`src/rtl/fifo_ram.sv`:
```
// fifo_ram: simple dual-port RAM with synchronous write and a registered read port.
// Storage is not reset. Only the read register clears on rst.
module fifo_ram #(
    parameter int WIDTH       = 8,
    parameter int DEPTH_WIDTH = 8
) (
    input  logic                   clk,
    input  logic                   rst,
    input  logic                   we,
    input  logic [DEPTH_WIDTH-1:0] waddr,
    input  logic [WIDTH-1:0]       wdata,
    input  logic                   re,
    input  logic [DEPTH_WIDTH-1:0] raddr,
    output logic [WIDTH-1:0]       rdata
);
    logic [WIDTH-1:0] mem [2**DEPTH_WIDTH];

    always_ff @(posedge clk) begin
        if (we) mem[waddr] <= wdata;
    end

    always_ff @(posedge clk or posedge rst) begin
        if (rst) rdata <= '0;
        else if (re) rdata <= mem[raddr];
    end
endmodule

```
`src/rtl/sync_fifo.sv`:
```
// sync_fifo: single-clock FIFO of 2**DEPTH_WIDTH words with a registered read port.
// It provides full/empty flags decoded from a registered occupancy count.
module sync_fifo #(
    parameter int WIDTH       = 8,
    parameter int DEPTH_WIDTH = 8
) (
    input  logic                   clk,
    input  logic                   rst,
    input  logic                   wr_en,
    input  logic [WIDTH-1:0]       din,
    input  logic                   rd_en,
    output logic [WIDTH-1:0]       dout,
    output logic                   full,
    output logic                   empty,
    output logic [DEPTH_WIDTH:0]   count
);
    localparam int DEPTH = 2**DEPTH_WIDTH;
    localparam logic [DEPTH_WIDTH:0] CNT_FULL = DEPTH[DEPTH_WIDTH:0];
    localparam logic [DEPTH_WIDTH:0] CNT_ONE = 1;
    localparam logic [DEPTH_WIDTH-1:0] PTR_ONE = 1;

    logic [DEPTH_WIDTH-1:0] wptr, rptr;
    logic wr_acc, rd_acc;

    assign full   = (count == CNT_FULL);
    assign empty  = (count == '0);
    assign wr_acc = wr_en & ~full;
    assign rd_acc = rd_en & ~empty;

    // Pointers wrap naturally at DEPTH; the extra count bit distinguishes full from empty.
    always_ff @(posedge clk or posedge rst) begin
        if (rst) begin
            wptr  <= '0;
            rptr  <= '0;
            count <= '0;
        end else begin
            if (wr_acc) wptr <= wptr + PTR_ONE;
            if (rd_acc) rptr <= rptr + PTR_ONE;
            if (wr_acc != rd_acc) count <= wr_acc ? count + CNT_ONE : count - CNT_ONE;
        end
    end

    fifo_ram #(
        .WIDTH(WIDTH),
        .DEPTH_WIDTH(DEPTH_WIDTH)
    ) u_ram (
        .clk  (clk),
        .rst  (rst),
        .we   (wr_acc),
        .waddr(wptr),
        .wdata(din),
        .re   (rd_acc),
        .raddr(rptr),
        .rdata(dout)
    );
endmodule

```
`config.mk`:
```
export PLATFORM = sky130hd
export DESIGN_NAME = sync_fifo
export DESIGN_NICKNAME = d
export VERILOG_FILES = /design/src/rtl/fifo_ram.sv /design/src/rtl/sync_fifo.sv
export SDC_FILE = /design/constraint.sdc
export NUM_CORES = 2
export LEC_CHECK = 0
export CAP_MARGIN = 40
export CELL_PAD_IN_SITES_DETAIL_PLACEMENT = 1
export CELL_PAD_IN_SITES_GLOBAL_PLACEMENT = 2
export CORE_MARGIN = 5
export CORE_UTILIZATION = 53
export CTS_BUF_LIST = sky130_fd_sc_hd__clkbuf_4
export DETAILED_ROUTE_END_ITERATION = 10
export HOLD_SLACK_MARGIN = 0.12
export PLACE_DENSITY_LB_ADDON = 0.1
export SLEW_MARGIN = 30
export SYNTH_ARGS = -nofsm -noshare
export SYNTH_HDL_FRONTEND = slang
export SYNTH_SLANG_ARGS = --single-unit
```
`constraint.sdc`:
```
create_clock -name clk -period 3.9 [get_ports clk]
set_input_delay 0.585 -clock clk [delete_from_list [all_inputs] [get_ports clk]]
set_output_delay 0.585 -clock clk [all_outputs]
set_load 0.05 [all_outputs]
```
==> qor.yml <==
instances_no_fill: 7061
routed_wl_um: 236900
path_buf_inv: 4
grt_pass1_vias: 47370
startpoint: "rptr[0]"
port_buffers: 30
fin_crit_sh: 0.9681
grt_max_degree: 117
status: "finished clean"
crit_chain: "buf_12, buf_12, mux4_2, mux2i_1, buf_4, o32ai_1, a2111oi_0, buf_4, a311oi_2, a211o_1"
cp_slowest_cell: "a2111oi_0"
crit_arrival_ps: 4980
relSlewSlack: 0.3564
synth_top_area_frac: 0.7564
hold_class: "input port to flip-flop"
critPathTopFamily: "compound AO/OA/AOI/OAI gates"
final_cell_area_um2: 93460
synth_commonest_cells: "edfxtp_1, mux4_2, nor2_1"
placed_area_um2: 86560
cts_buffers: 556
synth_edf_count: 2048
coreArea_um2: 152300
path_max_fanout: 28
dp_hpwl_um: 147600
vias_per_cell: 6.302
die_w_um: 401.7
tightest_slew_ps: 965.4
min_period_ps: 3776
synth_most_common_cell: "edfxtp_1"
ys.flop_type: "edfxtp_1"
syn_nets: 3906
place_congestion: 0.8447
pin_count: 31
drt_pass1_iterations: 8
ant_nets: 0
syn_area_um2: 81300
power_density_nw_per_um2: 688.0
placed_cells: 6118
fmax_ghz: 0.2649
remaining_drc_errors: 0
r2r-start: "rptr[0]"
cp-start-kind: "flip-flop"
cp.required_ps: 5110
cts_tree: "done"
htreeDepth: 6
antenna_found_initial: 5
fillers: 12990
slowest_delay_ps: 800
grt_overflow: 0
clkTransAtPathRegs_ps: 70
hold_violations: 0
clockBufferDepth: 4
vias: 44500
whs_ps: 292.7
die_y_um: 401.7
track_usage: 0.2943
cts_root_buf: "clkbuf_4"
postCtsSetupRepairBufs: 0
crit_path_end_kind: "flip-flop"
area_delta_synth_final_pct: 14.95
yosysSeqAreaShare: 0.7666
drv_cap: 0
peakVddDrop_mv: 0.6220
drv_slew: 0
crit_type: "flip-flop to flip-flop"
async_flop_share: 0.01586
netlist_top_cells_area: "edfxtp_1, mux4_2, mux2i_1"
grt_pass1_wl_um: 341500
synth_largest_area_cell: "edfxtp_1"
initial_core_util: 0.5340
hp-start: "din[2]"
rsz0062_at_grt: "no"
avgSynthCellArea_um2: 20.95
design.die.area_um2: 161300
setup_viol: 0
wl_per_cell_um: 33.54
drt-initial-drc-count: 5002
synth_cell_types: 67
yosysWarnings: 0
rows: 143
clkSinkCount: 2081
clock-skew-final_ps: 105.1
p_leak_uw: 0.03093
nets: 4694
clk_latency_ps: 1370
ys_seq_elements: 2081
synthCells: 3880
drive_gt1_frac: 0.3495
==> stage by stage <==
stage	TNS (ps)	utilization	power (µW)	setup slack, ps
final	0	0.6138	64300	124.4
after global routing	0	0.6137	66820	46.16
after CTS	0	0.6130	64670	98.17
after detailed placement	-161.6	0.5685	46060	-161.6
after global placement	-477.1	0.5672	45770	-298.2
after floorplan	0	-	37710	622.4
==> state kept, by name, summed over array words and instances (netlist names) <==
register     count
rptr             8
u_ram.rdata      8
wptr             8
count            9
u_ram.mem     2048
==> area by class of cell <==
| class | count | area (µm²) | share of cell area |
|---|---|---|---|
| Antenna cell | 7 | 17.52 | 0.0001874 |
| Inverter | 16 | 62.56 | 0.0006694 |
| Clock inverter | 116 | 636.9 | 0.006814 |
| Clock buffer | 798 | 5991 | 0.06410 |
| Tap cell | 2030 | 2540 | 0.02718 |
| Sequential cell | 2081 | 62340 | 0.6671 |
| Multi-Input combinational cell | 1549 | 17590 | 0.1882 |
| Timing Repair Buffer | 464 | 4277 | 0.04576 |
==> per-layer routing <==
layer	up-vias	global-route usage	part of all wire
met2	2508	0.4606	0.48
met4	0	0.1073	0.033
li1	18000	-	-
met1	23570	0.4107	0.39
met3	419	0.06927	0.094
met5	-	0	0
==> worst paths after layout <==
check                      slack [ps]               end  depth (start not counted)
max in group asynchronous        2740           rptr[3]                          5
min reg2reg                       580           wptr[3]                          1
max                               120    u_ram.rdata[4]                         10
max reg2reg                       120    u_ram.rdata[4]                         10
min in group asynchronous         650          count[8]                          4
min                               290  u_ram.mem[15][2]                          2
==> where the power goes <==
group / total [µW] / switching [µW] / internal (µW)
Sequential: 25500 / 558 / 24900
Combinational: 20300 / 12100 / 8170
Clock: 18500 / 8750 / 9790
Total: 64300 / 21400 / 42900
==> worst reg2reg max path, stage by stage (launching register included) <==
cell and delay, ps:
dfrtp_4 620, buf_12 290, buf_12 260, mux4_2 610, mux2i_1 150, buf_4 150
o32ai_1 160, a2111oi_0 800, buf_4 230, a311oi_2 70, a211o_1 300
==> cells in the final DEF (no fill, tap or decap), types with 17 or more instances in the layout <==
master,count
a211oi_1,21
a21oi_1,72
a221oi_1,33
a22oi_1,51
buf_12,42
buf_4,363
clkbuf_4,800
clkdlybuf4s50_1,20
clkinv_1,91
dfrtp_1,28
edfxtp_1,2048
mux2i_1,204
mux4_2,469
nand2_1,103
nand3_1,28
nor2_1,291
nor2b_1,18
o21ai_0,27
o22ai_1,24
xnor2_1,17
==> logic make-up (layout without fill, tap and decap cells) <==
logic type,after synthesis,in the layout,synth area share
adder cells (fa/ha/maj),14,14,0.002247
buffers and inverters,250,1394,0.01788
multiplexers,679,679,0.1559
XOR/XNOR,19,19,0.002047
other,0,7,0
flip-flops,2081,2081,0.7666
AND/OR/NAND/NOR,494,494,0.02532
AO/OA/AOI/OAI,343,343,0.03006
==> timing repair <==
item,4_1_cts,5_1_grt
hold endpoints to repair,1442,0
gates resized for setup,6,0
endpoints found under the setup margin,3,0
hold buffers,12,0
(Power assumes the default switching activity.)
